**src/rtl/sdram_cmd_scheduler.sv**
```systemverilog
// Two-port SDRAM command scheduler: round-robin arbitration, one access in flight,
// open-page row tracking per bank, and registered DRAM command pins.
module sdram_cmd_scheduler #(
    parameter int T_RP  = 2,
    parameter int T_RCD = 2,
    parameter int T_CL  = 3
) (
    input  logic        sys_clk,
    input  logic        sys_rst,
    input  logic        req0_valid,
    output logic        req0_ready,
    input  logic        req0_we,
    input  logic [31:0] req0_addr,
    input  logic        req1_valid,
    output logic        req1_ready,
    input  logic        req1_we,
    input  logic [31:0] req1_addr,
    output logic        chip_select,
    output logic        ras,
    output logic        cas,
    output logic        we,
    output logic [2:0]  dram_bank,
    output logic [15:0] dram_addr,
    output logic        resp_valid,
    output logic        resp_id
);

    localparam logic [2:0] S_IDLE     = 3'd0;
    localparam logic [2:0] S_PRE      = 3'd1;
    localparam logic [2:0] S_WAIT_RP  = 3'd2;
    localparam logic [2:0] S_ACT      = 3'd3;
    localparam logic [2:0] S_WAIT_RCD = 3'd4;
    localparam logic [2:0] S_RW       = 3'd5;
    localparam logic [2:0] S_WAIT_CL  = 3'd6;
    localparam logic [2:0] S_DONE     = 3'd7;

    // A wait state lasts T-1 cycles, so counters load T-2 and exit on zero.
    localparam int RP_WAIT  = (T_RP  > 1) ? T_RP  - 2 : 0;
    localparam int RCD_WAIT = (T_RCD > 1) ? T_RCD - 2 : 0;
    localparam int CL_WAIT  = (T_CL  > 1) ? T_CL  - 2 : 0;
    localparam logic [3:0] RP_LOAD  = 4'(RP_WAIT);
    localparam logic [3:0] RCD_LOAD = 4'(RCD_WAIT);
    localparam logic [3:0] CL_LOAD  = 4'(CL_WAIT);

    logic [2:0]  state_q, state_d;
    logic [3:0]  cnt_q, cnt_d;
    logic        last_grant_q, last_grant_d;
    logic [7:0]  open_q, open_d;
    logic [15:0] row_q [8];
    logic [15:0] row_d [8];
    logic [31:0] addr_q, addr_d;
    logic        wr_q, wr_d;
    logic        id_q, id_d;
    logic        cs_q, cs_d, ras_q, ras_d, cas_q, cas_d, we_q, we_d;
    logic [2:0]  bank_q, bank_d;
    logic [15:0] daddr_q, daddr_d;
    logic        resp_valid_q, resp_valid_d;
    logic        resp_id_q, resp_id_d;

    logic        grant, accept, in_idle, cur_wr;
    logic [31:0] cur_addr;
    logic [2:0]  cur_bank;
    logic [15:0] cur_row;
    logic [9:0]  cur_col;
    logic        unused_addr_bits;

    assign unused_addr_bits = ^{req0_addr[2:0], req1_addr[2:0], addr_q[2:0]};

    always_comb begin
        in_idle    = (state_q == S_IDLE);
        grant      = (req0_valid && req1_valid) ? ~last_grant_q : req1_valid;
        accept     = !sys_rst && in_idle && (req0_valid || req1_valid);
        req0_ready = accept && !grant;
        req1_ready = accept && grant;
        // In IDLE the access is decoded straight from the port being accepted.
        cur_addr   = in_idle ? (grant ? req1_addr : req0_addr) : addr_q;
        cur_wr     = in_idle ? (grant ? req1_we : req0_we) : wr_q;
        cur_bank   = cur_addr[5:3];
        cur_row    = cur_addr[31:16];
        cur_col    = cur_addr[15:6];

        state_d      = state_q;
        cnt_d        = cnt_q;
        last_grant_d = last_grant_q;
        addr_d       = addr_q;
        wr_d         = wr_q;
        id_d         = id_q;
        open_d       = open_q;
        row_d        = row_q;

        case (state_q)
            S_IDLE: begin
                if (accept) begin
                    addr_d       = cur_addr;
                    wr_d         = cur_wr;
                    id_d         = grant;
                    last_grant_d = grant;
                    if (open_q[cur_bank] && row_q[cur_bank] == cur_row) state_d = S_RW;
                    else if (open_q[cur_bank])                          state_d = S_PRE;
                    else                                                state_d = S_ACT;
                end
            end
            S_PRE: begin
                if (T_RP > 1) begin
                    state_d = S_WAIT_RP;
                    cnt_d   = RP_LOAD;
                end else begin
                    state_d = S_ACT;
                end
            end
            S_WAIT_RP: begin
                if (cnt_q == 4'd0) state_d = S_ACT;
                else               cnt_d   = cnt_q - 4'd1;
            end
            S_ACT: begin
                if (T_RCD > 1) begin
                    state_d = S_WAIT_RCD;
                    cnt_d   = RCD_LOAD;
                end else begin
                    state_d = S_RW;
                end
            end
            S_WAIT_RCD: begin
                if (cnt_q == 4'd0) state_d = S_RW;
                else               cnt_d   = cnt_q - 4'd1;
            end
            S_RW: begin
                if (T_CL > 1) begin
                    state_d = S_WAIT_CL;
                    cnt_d   = CL_LOAD;
                end else begin
                    state_d = S_DONE;
                end
            end
            S_WAIT_CL: begin
                if (cnt_q == 4'd0) state_d = S_DONE;
                else               cnt_d   = cnt_q - 4'd1;
            end
            default: state_d = S_IDLE;
        endcase

        if (state_d == S_PRE) open_d[cur_bank] = 1'b0;
        if (state_d == S_ACT) begin
            open_d[cur_bank] = 1'b1;
            row_d[cur_bank]  = cur_row;
        end

        // Pins are registered, so they encode the command of the state being entered.
        cs_d    = 1'b0;
        ras_d   = 1'b1;
        cas_d   = 1'b1;
        we_d    = 1'b1;
        bank_d  = 3'd0;
        daddr_d = 16'd0;
        case (state_d)
            S_PRE: begin
                cs_d = 1'b1;
                {we_d, cas_d, ras_d} = 3'b000;
                bank_d = cur_bank;
            end
            S_ACT: begin
                cs_d = 1'b1;
                {we_d, cas_d, ras_d} = 3'b011;
                bank_d  = cur_bank;
                daddr_d = cur_row;
            end
            S_RW: begin
                cs_d = 1'b1;
                {we_d, cas_d, ras_d} = cur_wr ? 3'b001 : 3'b010;
                bank_d  = cur_bank;
                daddr_d = {6'b0, cur_col};
            end
            default: ;
        endcase
        resp_valid_d = (state_d == S_DONE);
        resp_id_d    = (state_d == S_DONE) ? id_q : resp_id_q;
    end

    always_ff @(posedge sys_clk) begin
        if (sys_rst) begin
            state_q      <= S_IDLE;
            cnt_q        <= 4'd0;
            last_grant_q <= 1'b1;
            open_q       <= 8'd0;
            for (int i = 0; i < 8; i++) row_q[i] <= 16'd0;
            cs_q         <= 1'b0;
            ras_q        <= 1'b1;
            cas_q        <= 1'b1;
            we_q         <= 1'b1;
            bank_q       <= 3'd0;
            daddr_q      <= 16'd0;
            resp_valid_q <= 1'b0;
            resp_id_q    <= 1'b0;
        end else begin
            state_q      <= state_d;
            cnt_q        <= cnt_d;
            last_grant_q <= last_grant_d;
            open_q       <= open_d;
            row_q        <= row_d;
            cs_q         <= cs_d;
            ras_q        <= ras_d;
            cas_q        <= cas_d;
            we_q         <= we_d;
            bank_q       <= bank_d;
            daddr_q      <= daddr_d;
            resp_valid_q <= resp_valid_d;
            resp_id_q    <= resp_id_d;
        end
    end

    // Captured request fields are only consumed after an accept, so they need no reset.
    always_ff @(posedge sys_clk) begin
        addr_q <= addr_d;
        wr_q   <= wr_d;
        id_q   <= id_d;
    end

    assign chip_select = cs_q;
    assign ras         = ras_q;
    assign cas         = cas_q;
    assign we          = we_q;
    assign dram_bank   = bank_q;
    assign dram_addr   = daddr_q;
    assign resp_valid  = resp_valid_q;
    assign resp_id     = resp_id_q;

endmodule

```
**config.mk**
```make
export PLATFORM = sky130hd
export DESIGN_NAME = sdram_cmd_scheduler
export DESIGN_NICKNAME = d
export VERILOG_FILES = /design/src/rtl/sdram_cmd_scheduler.sv
export SDC_FILE = /design/constraint.sdc
export NUM_CORES = 1
export LEC_CHECK = 0
export CORE_MARGIN = 2
export CORE_UTILIZATION = 52
export DETAILED_ROUTE_END_ITERATION = 10
export HOLD_SLACK_MARGIN = 0.05
export PLACE_DENSITY = 0.77
export REMOVE_ABC_BUFFERS = 1
export SLEW_MARGIN = 20
export SYNTH_ARGS = -nofsm -noshare
export SYNTH_HDL_FRONTEND = slang
export SYNTH_SLANG_ARGS = --single-unit
```
**constraint.sdc**
```tcl
create_clock -name sys_clk -period 4.2 [get_ports sys_clk]
set_input_delay 1.05 -clock sys_clk [delete_from_list [all_inputs] [get_ports sys_clk]]
set_output_delay 1.05 -clock sys_clk [all_outputs]
set_load 0.1 [all_outputs]
```
Word-level counts from Yosys, hierarchy flattened
Cells that the tools add are included.
Widths: inputs -> output; s select.
{"block": "classes", "add_sub_neg": 1, "magnitude_cmp": 4, "eq_ne": 12, "muxes": 32, "bitwise": 6, "reduce_logical": 21}
{"op": "$bwmux 128", "n": 1}
{"op": "$mux 32", "n": 2}
{"op": "$bmux 16 s3", "n": 1}
{"op": "$demux 16 s3", "n": 1}
{"op": "$mux 16", "n": 3}
{"op": "$pmux 16 s2", "n": 1}
{"op": "$pmux 3 s7", "n": 1}
{"op": "$eq 16x16->1", "n": 1}
{"op": "$mux 8", "n": 2}
{"op": "$eq 3x3->1 const B", "n": 5}
{"op": "$mux 3", "n": 5}
{"op": "$pmux 4 s3", "n": 1}
{"op": "$eq 3x2->1 const B", "n": 3}
{"op": "$and 8x8->8", "n": 1}
{"op": "$logic_and 1x1->1", "n": 8}
{"op": "$not 8->8", "n": 1}
{"op": "$or 8x8->8", "n": 1}
{"op": "$eq 3x1->1 const B", "n": 2}
{"op": "$mux 1", "n": 6}
{"op": "$pmux 1 s2", "n": 3}
{"op": "$reduce_or 2->1", "n": 3}
{"op": "$reduce_or 3->1", "n": 2}
{"op": "$ge 4x4->1 const B", "n": 1}
{"op": "$logic_not 4->1", "n": 1}
{"op": "16 further kinds", "n": 20}
{"block": "totals", "ff_bits": 203, "input_bits": 70, "output_inout_bits": 27, "elab_cells": 99}

Longest topological paths before layout
Gate-level depths: netlist (run 1).
{"block": "logic_depth", "ltp_word": 17, "ltp_mapped": 17, "mapped_depth_nobuf": 13}

Worst setup path before layout (run 1)
No wires, ideal clock.
{"block": "synth_timing", "path_type": "input to output", "startpoint": "input req0_valid", "endpoint": "output req0_ready", "arrival_time_ns": 3.644, "t_required_ns": 3.150, "slack_ns": -0.494, "stages": 9, "path_buffers": 5, "cell_sequence": "and2_4 -> nand2b_1 -> buf_6 -> inv_4 -> buf_6 -> clkbuf_1 -> clkbuf_1 -> clkbuf_1 -> nor2_1"}
{"block": "synth_via", "elab_chain_cells": 4, "elab_cells_between_ends": 6, "cone_classes": "1 x mux; 5 x reduce/logical"}
{"element": "start: declaration", "line_no": "10", "rtl": "input logic req0_valid,"}
{"element": "$logic_and 1x1->1", "line_no": "71", "rtl": "grant = (req0_valid && req1_valid) ? ~last_grant_q : req1_valid;"}
{"element": "$mux 1", "line_no": "71"}
{"element": "named net grant", "line_no": "60", "rtl": "logic grant, accept, in_idle, cur_wr;"}
{"element": "$logic_not 1->1", "line_no": "73", "rtl": "req0_ready = accept && !grant;"}
{"element": "$logic_and 1x1->1", "line_no": "73"}
{"element": "end: declaration", "line_no": "11", "rtl": "output logic req0_ready,"}
The timed path passes the listed nets, and every way through them passes these cells.

Worst setup path in the final report (run 1)
{"block": "layout_timing", "startpoint": "input req1_addr[3]", "endpoint": "register daddr_q[1], in the netlist dram_addr[1]"}
{"block": "layout_via", "elab_chain_cells": 13, "elab_cells_between_ends": 17, "cone_classes": "3 x eq/ne; 12 x mux; 1 x bitwise; 1 x reduce/logical"}
{"element": "start: declaration", "line_no": "17", "rtl": "input logic [31:0] req1_addr,"}
{"element": "$mux 32 * (2 in a row)", "line_no": "76", "rtl": "cur_addr = in_idle ? (grant ? req1_addr : req0_addr) : addr_q;"}
{"element": "$not 3->4 (not written as such)", "line_no": "98", "rtl": "if (open_q[cur_bank] && row_q[cur_bank] == cur_row) state_d = S_RW;"}
{"element": "$bmux 16 s3", "line_no": "98"}
{"element": "$mux 16 (not written as such) (2 in a row)", "line_no": "98"}
{"element": "$eq 16x16->1", "line_no": "98"}
{"element": "$logic_and 1x1->1", "line_no": "98"}
{"element": "$mux 3 *", "line_no": "98"}
{"element": "$mux 3 *", "line_no": "93", "rtl": "if (accept) begin"}
{"element": "$pmux 3 s7 *", "line_no": "91", "rtl": "case (state_q)"}
{"element": "$eq 3x3->1 / $eq 3x2->1 (equally long branches)", "line_no": "155", "rtl": "case (state_d)"}
{"element": "$pmux 16 s2 *", "line_no": "155"}
{"element": "end signal: assignment", "line_no": "205", "rtl": "daddr_q <= daddr_d;"}
{"element": "end: declaration", "line_no": "56", "rtl": "logic [15:0] daddr_q, daddr_d;"}
Every way passes the cells marked *; elsewhere a longest branch is shown, timed or not. The select of a mux whose other input is x is not followed.
A chain may end at the register's enable or synchronous reset.

==> qor.txt, run 1 <==
Outcome: complete, no violations
TritonCTS clock tree: done
Clk root buf: clkbuf_16
Hold Slack: 0.449 ns
Synth Cell Area: 9650 um^2
Post-route DRC: 0
Final core occ: 68.8%
Max-Cap Viols: 0
Iter 0 DRT Violations: 937
Synth Instances: 1032
Design area: 12400 um^2
Post-synthesis register bit count: 200
Core Area: 18100 um^2
Dominant cell type by area after synthesis: dfxtp_1
Final hold violation count: 0
Die Wd: 140 um
Yosys Warn Count: 0
Top cells by area, synth: dfxtp_1 35%, mux2i_1 14%, edfxtp_1 9.6%, nor2_1 6.3%, nand2_1 3.2%
Nets: 1270
Initial antenna violation count: 1
Setup violations, final: 0
WL per Instance: 19.8 um
Fin Clk Skew: 0.00732 ns
Syn_area_per_cell: 9.35 um^2
Final HPWL DP: 19100 um
Max clock buf depth: 2
Final min period: 4.06 ns
All-Layer GR Usage: 28.3%
Final Instance Count excl. Fillers: 1440
Critical path class: input pin to register
Startpoint types: input pin
Area growth syn-to-layout: 29.0%
Fillers: 1347
Die Y: 140 um
Max-slew violation count: 0
Post-synth top flop: dfxtp_1
Cell Rows: 49
Diodes inserted: 0
Crit share post-route: 96.6%
Cts bufs inserted: 17
Clock sinks: 200
# port buffers: 90
WL final: 28500 um
Clock Pin Slew Worst Setup and Hold Paths: 0.07 ns
Netlist cell types: 74
Crit. End Element: register
Grt ovf: 0
Synth top area share: 35.1%
Starting Density: 53.4%
Final ANT Viol Nets: 0
Final RePlAce weighted congestion: 0.918
Power per cell area: 778 nW/um^2
Sequential-to-total area share from yosys stat: 44.7%
Placed cell area: 11600 um^2
Worst-margin pin slew: 0.987 ns
Number of global-route vias before repair: 8214
Worst R2R Setup Slack: 0.47 ns
Maximum number of pins on one net before global-route repair: 79
Required @ worst endpoint: 4.56 ns
Count leader, synth: dfxtp_1
Max VDD drop: 0.352 mV
Leakage power: 5.61 nW
Placed cell count: 1394
Hold Path Class: register to register
Max H-tree Level: 4
EDFF count, synth: 31
FMAX: 247 MHz
RSZ-0062 raised after global routing: false
Headroom to the max-slew limit: 34.0%
Via count: 8667
Synth top cells by count: 169 x dfxtp_1, 163 x nor2_1, 135 x mux2i_1
Global-route wire length before repair: 43800 um
Share of layout cells above drive strength 1: 19.1%
DR pass1 iterations: 7
CP max FO: 6
Clock Latency Late Sink: 0.44 ns
Critical Path AT: 4.41 ns
FFs w/ async S/R, synth: 0%
I/O pin count: 97
Die ar.: 19700 um^2
Via density per instance: 6.02
-- cell usage in the layout, fill, tap and decap left out, drive strengths merged, types with 10 or more instances in the layout --
cell / count
clkbuf: 20
clkdlybuf4s50: 85
a211oi: 21
edfxtp: 31
nand2: 85
buf: 151
nand4: 10
nand3: 14
dfxtp: 169
a21o: 11
o32ai: 12
and3: 17
a21oi: 31
inv: 42
mux2i: 135
o21ai: 24
xnor2: 16
o211ai: 11
o221ai: 12
nor3: 17
nor2: 163
a31oi: 15
-- sequential cells by signal, summed over array words and instances, names as in the netlist, named ones only --
register and cells:
dram_addr 16, cas 1, ras 1, resp_valid 1, addr_q 29, we 1, resp_id 1, wr_q 1
state_q 3, dram_bank 3, last_grant_q 1, id_q 1, open_q 6, row_q 128, cnt_q 4, chip_select 1
-- what timing repair did --
item                       4_1_cts  5_1_grt
pin swaps                        7       11
setup endpoints to repair      104      103
buffers inserted                 6        6
cloned                           1        1
gates resized for setup         14       14
hold buffers                     0        0
-- worst max-delay path, cell delays in order --
cell             delay, ns
clkdlybuf4s50_1       0.46
nand2_1               0.17
o221ai_4              0.29
nand2_4               0.13
buf_4                 0.16
mux4_2                0.40
mux2i_1               0.15
buf_4                 0.16
xnor2_2               0.10
or4_4                 0.57
nor3_4                0.24
buf_6                 0.16
a21oi_4               0.11
o32ai_2               0.26
-- final timing paths --
check	from	endpoint	cells past startpoint
hold reg to reg	row_q[78]	row_q[78]	2
setup / recovery	req1_addr[3]	dram_addr[1]	14
hold / removal	row_q[78]	row_q[78]	2
setup reg to reg	state_q[2]	dram_addr[1]	13
-- power breakdown --
group | switching, mW | internal, mW
clock | 0.724 | 0.996
combinational | 3.25 | 2.17
sequential | 0.177 | 2.37
-- per-layer routing --
| layer | GRT usage (%) | part of all wire, % | wire (um) | vias up |
|---|---|---|---|---|
| met4 | 11.6 | 2.7 | 782 | 0 |
| li1 | - | - | - | 4025 |
| met3 | 5.78 | 8.7 | 2470 | 67 |
| met1 | 37.2 | 42 | 11800 | 4128 |
| met2 | 45.8 | 47 | 13400 | 447 |
| met5 | 0 | 0 | 0 | - |
-- metrics by stage --
| step | setup slack [ns] | total power [mW] | TNS [ns] |
|---|---|---|---|
| 2_1_floorplan | -5.00 | 5.51 | -781.90 |
| 4_1_cts | 0.00896 | 9.48 | 0 |
| 6_report | 0.144 | 9.68 | 0 |
| 3_5_place_dp | -0.663 | 7.63 | -72.82 |
| 5_1_grt | 0.0261 | 10.1 | 0 |
| 3_3_place_gp | -0.581 | 7.55 | -65.57 |
-- area by class of cell --
| type | instances | area (um^2) | area share, % |
|---|---|---|---|
| multi-input combinational | 698 | 4930 | 39.7 |
| sequential | 200 | 4310 | 34.7 |
| timing repair buffer | 238 | 2130 | 17.1 |
| clock buffer | 20 | 437 | 3.51 |
| tap | 229 | 287 | 2.30 |
| clock inverter | 12 | 174 | 1.40 |
| inverter | 42 | 164 | 1.32 |
| timing repair inverter | 1 | 7.51 | 0.0603 |
-- kinds of logic (layout without fill, tap and decap cells) --
| logic type | Yosys count | after routing | synth area share, % |
|---|---|---|---|
| muxes | 141 | 141 | 15.4 |
| buffers and inverters | 135 | 313 | 5.73 |
| AOI/OAI and AO/OA | 198 | 199 | 16.5 |
| and+or+nand+nor | 337 | 337 | 15.6 |
| DFF | 200 | 200 | 44.7 |
| xor gates and xnor gates | 19 | 19 | 1.72 |
| adders and majority gates | 2 | 2 | 0.259 |
Note: power is estimated with default switching activity, not from simulation.
==> inputs of run 2 (changes only) <==
--- a/config.mk
+++ b/config.mk
@@ -7,6 +7,7 @@
 export LEC_CHECK = 0
 export CORE_MARGIN = 2
 export CORE_UTILIZATION = 52
+export CTS_BUF_LIST = sky130_fd_sc_hd__clkbuf_8 sky130_fd_sc_hd__clkbuf_16
 export DETAILED_ROUTE_END_ITERATION = 10
 export HOLD_SLACK_MARGIN = 0.05
 export PLACE_DENSITY = 0.77
==> run 2 against run 1 <==
Fmax is 0.16% higher. Worst setup slack better by 0.0063 ns. Clock skew is 0.00052 ns lower. Clock power barely moved. Global-route usage unchanged. Clock-buffer cell count shrank 3. Worst hold slack is essentially flat. Die area did not move.
==> qor.txt, run 2 (synthesis gave the netlist of run 1 again) <==
Outcome: complete, no violations
R2R Path End: dram_addr[1]
Nets: 1270
Required @ worst endpoint: 4.55 ns
FMAX: 247 MHz
Setup violations, final: 0
Max H-tree Level: 4
Area growth syn-to-layout: 29.0%
Die Wd: 140 um
Iter 0 DRT Violations: 956
Critical path class: input pin to register
Headroom to the max-slew limit: 33.9%
Worst hold stages: 2
Post-route DRC: 0
CP Cell Sequence: clkdlybuf4s50_1, nand2_1, o221ai_4, nand2_4, buf_4, mux4_2, mux2i_1, buf_4, xnor2_2, or4_4, nor3_4, buf_6, a21oi_4, o32ai_2
Leakage power: 5.62 nW
Crit share post-route: 96.4%
Max-Cap Viols: 0
Register Area: 4310 um^2
# port buffers: 90
CP peak stage delay: 0.57 ns
Final hold violation count: 0
Max reg flops: 128
Global-route wire length before repair: 43800 um
Max-slew violation count: 0
Max clock buf depth: 2
Clock Latency Late Sink: 0.44 ns
Die ar.: 19700 um^2
Final Instance Count excl. Fillers: 1440
Power per cell area: 777 nW/um^2
TritonCTS clock tree: done
Hold Path Origin: row_q[78]
Commonest non-fill, non-tap cell in the layout: dfxtp_1
Hold-critical path endpoint: row_q[78]
Via density per instance: 6.02
Cell Rows: 49
Crit. End Element: register
Fillers: 1347
Grt ovf: 0
Clock Pin Slew Worst Setup and Hold Paths: 0.07 ns
Most frequent CP cell: buf_4
Placed cell count: 1394
Core Area: 18100 um^2
Hold Buf Count CTS: 0
Share of layout cells above drive strength 1: 19.1%
Biggest register: row_q
Reg-to-Reg Start: state_q[2]
Starting Density: 53.4%
DR pass1 iterations: 7
WL final: 28400 um
Hold Slack: 0.449 ns
WL per Instance: 19.7 um
Slowest CP cell: or4_4
All-Layer GR Usage: 28.3%
Via count: 8664
CP max FO: 6
Hold Path Class: register to register
Final HPWL DP: 19100 um
RSZ-0062 raised after global routing: false
Final RePlAce weighted congestion: 0.918
Max VDD drop: 0.350 mV
Cts bufs inserted: 17
I/O pin count: 97
Maximum number of pins on one net before global-route repair: 79
Worst-margin pin slew: 0.988 ns
Commonest non-fill, non-tap cells in the layout: 169 x dfxtp_1, 163 x nor2_1, 138 x buf_4, 134 x mux2i_1, 85 x clkdlybuf4s50_1
Critical Path AT: 4.40 ns
Die Y: 140 um
Worst R2R Setup Slack: 0.48 ns
Initial antenna violation count: 1
Footprint of the multi-input gates: 4930 um^2
Final ANT Viol Nets: 0
Final min period: 4.05 ns
Number of global-route vias before repair: 8214
Clk root buf: clkbuf_16
Diodes inserted: 0
Clock sinks: 200
Startpoint types: input pin
Fin Clk Skew: 0.00680 ns
Worst Reg-to-Reg Cells: 13
-- run 2: cell types whose count changed in the layout (fill, tap and decap cells not counted), sizes merged --
cell	change
clkbuf	-3
inv	+3
-- run 2: repair_timing --
action / CTS / global route
pin swaps: 7 / 11
gates resized for setup: 14 / 14
setup buffers: 6 / 6
endpoints found under the setup margin: 104 / 103
gates cloned: 1 / 1
endpoints found under the hold margin: 0 / 0
-- run 2: routing by layer --
metal / wire (um) / vias up / GRT usage [%]
li1: - / 4026 / -
met1: 11800 / 4130 / 37.2
met2: 13300 / 444 / 45.8
met3: 2520 / 64 / 5.78
met4: 762 / 0 / 11.6
met5: 0 / - / 0
-- run 2: critical path, delay by kind of cell --
kind	cells	cell delay [ns]
AO/OA/AOI/OAI	3	0.66
AND/OR/NAND/NOR	4	1.11
XOR/XNOR	1	0.10
buffers and inverters	4	0.94
multiplexers	2	0.55
-- run 2: power by group --
group          total [mW]  switching (mW)  internal, mW
clock network        1.71           0.725         0.989
logic                5.41            3.24          2.17
registers            2.55           0.177          2.37
-- run 2: cell type report --
type | instances | share of cell area, %
clock buffer | 17 | 3.42
clock inverter | 15 | 1.49
inverter | 42 | 1.32
multi-input combinational | 698 | 39.7
sequential | 200 | 34.7
tap | 229 | 2.30
timing repair buffer | 238 | 17.1
timing repair inverter | 1 | 0.0603
-- run 2: worst max-delay path by stage --
| stage | startpoint | end | slack (ns) | cells after the start |
|---|---|---|---|---|
| floorplan | state_q[0] | register | -5.00 | 11 |
| global placement | req0_valid | dram_addr[2] | -0.58 | 15 |
| detailed placement | req0_valid | dram_addr[1] | -0.66 | 15 |
| CTS | req0_valid | open_q[7] | 0.009 | 16 |
| global route | req1_addr[3] | dram_addr[1] | 0.03 | 14 |
| finish | req1_addr[3] | dram_addr[1] | 0.15 | 14 |
-- run 2: per-stage QoR --
| step | utilization, % | TNS, ns | cell area (um^2) | worst slack (ns) | power, mW |
|---|---|---|---|---|---|
| final | 68.8 | 0 | 12400 | 0.150 | 9.67 |
| after global routing | 68.8 | 0 | 12400 | 0.0263 | 10.1 |
| after CTS | 68.1 | 0 | 12300 | 0.00896 | 9.48 |
| after detailed placement | 63.9 | -72.82 | 11600 | -0.663 | 7.63 |
| after global placement | 63.9 | -65.57 | 11600 | -0.581 | 7.55 |
| after floorplan | - | -781.90 | 9260 | -5.00 | 5.51 |
==> inputs of run 3 (changes only) <==
==> constraint.sdc (replaced) <==
create_clock -name sys_clk -period 3.45 [get_ports sys_clk]
set_input_delay 0.8625 -clock sys_clk [delete_from_list [all_inputs] [get_ports sys_clk]]
set_output_delay 0.8625 -clock sys_clk [all_outputs]
set_load 0.1 [all_outputs]
==> run 3 against run 2 <==
The flow now finishes with violations (setup timing). Routed wire length grew 8.7%. First-iteration DRC count grew 2.6%. Cell count grew 2.1%. Design area grew 3.9%. Utilization grew 2.6 points. Die area is the same. Critical path depth grew 3. Via count grew 3.9%. Worst setup slack lost 0.31 ns. Combinational power grew 32%.
==> qor.txt, run 3 (synthesis gave the netlist of run 1 again) <==
CP max FO: 7
Final RePlAce weighted congestion: 0.974
Max H-tree Level: 4
Crit. End Element: register
Clk root buf: clkbuf_16
Hold Slack: 0.450 ns
Number of global-route vias before repair: 8477
Commonest non-fill, non-tap cells in the layout: 169 x dfxtp_1, 166 x buf_4, 161 x nor2_1, 134 x mux2i_1, 79 x nand2_1
Top Usage Layer GRT: met2
RSZ-0062 raised after global routing: true
Via density per instance: 6.12
Clock Pin Slew Worst Setup and Hold Paths: 0.07 ns
Die Wd: 140 um
P_int: 7.07 mW
Leakage power: 5.90 nW
Setup violations, final: 98
I/O pin count: 97
Hold Path Class: register to register
P_sw: 5.36 mW
Outcome: finished with violations
Combinational group share of total power: 57.4%
All-Layer GR Usage: 30.6%
Final ANT Viol Nets: 0
Worst hold stages: 2
WL final: 30900 um
Share of layout cells above drive strength 1: 25.5%
Final HPWL DP: 20200 um
Via count: 8999
Sequential group share of total power: 25.0%
Stages on worst setup path: 17
Crit share post-route: 104%
Core Area: 18100 um^2
Required @ worst endpoint: 3.81 ns
Die Y: 140 um
Headroom to the max-slew limit: 55.7%
Fin Clk Skew: 0.0108 ns
Max VDD drop: 0.482 mV
Max-Cap Viols: 0
Clock power frac: 17.6%
Area growth syn-to-layout: 33.9%
Met3 routing resource usage after global routing: 6.56%
Maximum number of pins on one net before global-route repair: 144
DP Worst Slack: -0.981 ns
Register Area: 4310 um^2
Clock Latency Late Sink: 0.45 ns
Clock sinks: 200
Worst Reg-to-Reg Cells: 13
Diodes inserted: 0
Worst-margin pin slew: 0.664 ns
CP Cell Sequence: buf_8, and2_4, nand2b_4, inv_8, buf_6, o221ai_4, nand2_4, buf_4, buf_4, mux2i_1, a211oi_2, xor2_1, or4_4, nor3_4, a21oi_4, buf_12, o32ai_2
Met1 Usage GRT: 39.9%
DR pass1 iterations: 6
Fillers: 1299
Global-route wire length before repair: 46700 um
Die ar.: 19700 um^2
Commonest non-fill, non-tap cell in the layout: dfxtp_1
Worst path buffer plus inverter count: 6
Cts bufs inserted: 17
Power per cell area: 962 nW/um^2
CP top delay family: simple AND/OR/NAND/NOR gates
Hold-critical path endpoint: row_q[68]
Final min period: 3.60 ns
Cell Rows: 49
CP peak stage delay: 0.56 ns
Failing checks: setup timing
Max-slew violation count: 0
Hold Path Origin: row_q[68]
Most frequent CP cell: buf_4
Setup ws final: -0.155 ns
Biggest register: row_q
Post-route DRC: 0
FMAX: 277 MHz
Slowest CP cell: or4_4
Iter 0 DRT Violations: 981
R2R Path End: row_q[81]
Final hold violation count: 0
Grt ovf: 0
Startpoint types: input pin
Sw Ratio: 43.1%
TritonCTS clock tree: done
Footprint of the multi-input gates: 5070 um^2
Critical Path AT: 3.97 ns
Nets: 1300
Max reg flops: 128
Reg-to-Reg Start: state_q[2]
Starting Density: 53.4%
Max clock buf depth: 2
WL per Instance: 21.0 um
Worst R2R Setup Slack: -0.08 ns
Critical path class: input pin to register
# port buffers: 90
Initial antenna violation count: 0
Met2 usage: 49.6%
[run 3: changes by cell type in the layout (fill, tap and decap cells not counted), moves of 6 or more]
cell	before	now
buf_4	138	166
inv_1	42	35
clkdlybuf4s50_1	85	54
buf_6	5	29
dlygate4sd2_1	0	6
[run 3: layout make-up]
| class | instances | area share (%) |
|---|---|---|
| Multi-Input combinational cell | 697 | 39.2 |
| Sequential cell | 200 | 33.4 |
| Timing Repair Buffer | 270 | 18.9 |
| Clock buffer | 17 | 3.29 |
| Tap cell | 229 | 2.22 |
| Clock inverter | 15 | 1.67 |
| Inverter | 42 | 1.34 |
[run 3: repair_timing]
| item | CTS | global route |
|---|---|---|
| pin swaps | 30 | 3 |
| setup buffers | 22 | 5 |
| gates resized for setup | 71 | 39 |
| cloned | 3 | 0 |
| endpoints found under the setup margin | 161 | 147 |
| hold buffers | 0 | 0 |
[run 3: worst max path at each step]
stage | slack, ns | end | start
6_report | -0.15 | dram_addr[2] | req0_valid
5_1_grt | -0.25 | dram_addr[2] | req0_valid
4_1_cts | -0.03 | dram_addr[2] | req0_valid
3_5_place_dp | -0.98 | open_q[0] | req0_valid
3_3_place_gp | -0.89 | open_q[0] | req0_valid
2_1_floorplan | -5.75 | register | state_q[0]
[run 3: power groups by stage]
stage / Sequential (mW) / Clock [mW] / Combinational, mW
2_1_floorplan: 3.64 / 0 / 3.06
3_3_place_gp: 3.12 / 0 / 6.09
3_5_place_dp: 3.14 / 0 / 6.16
4_1_cts: 3.09 / 2.20 / 6.73
5_1_grt: 3.14 / 2.29 / 7.48
6_report: 3.11 / 2.19 / 7.13
[run 3: tightest hold or removal path, stage by stage (launching register included)]
cell and delay [ns]:
dfxtp_1 0.31, nand2_1 0.05, a21oi_1 0.05
[run 3: metal layers]
layer | routed length (um) | share of wire, %
met5 | 0 | 0
met4 | 1190 | 3.8
met1 | 12700 | 41
met2 | 14100 | 46
met3 | 2820 | 9.1
[run 3: per-stage QoR]
stage | util (%) | std cells | power, mW | TNS [ns] | instance area (um^2)
after floorplan | - | 939 | 6.71 | -926.51 | 9260
after global placement | 64.1 | 1409 | 9.21 | -127.56 | 11600
after detailed placement | 64.1 | 1409 | 9.30 | -139.49 | 11600
after CTS | 70.3 | 1466 | 12.0 | -0.0719 | 12700
after global routing | 71.5 | 1470 | 12.9 | -17.98 | 12900
final | 71.5 | 1470 | 12.4 | -5.60 | 12900
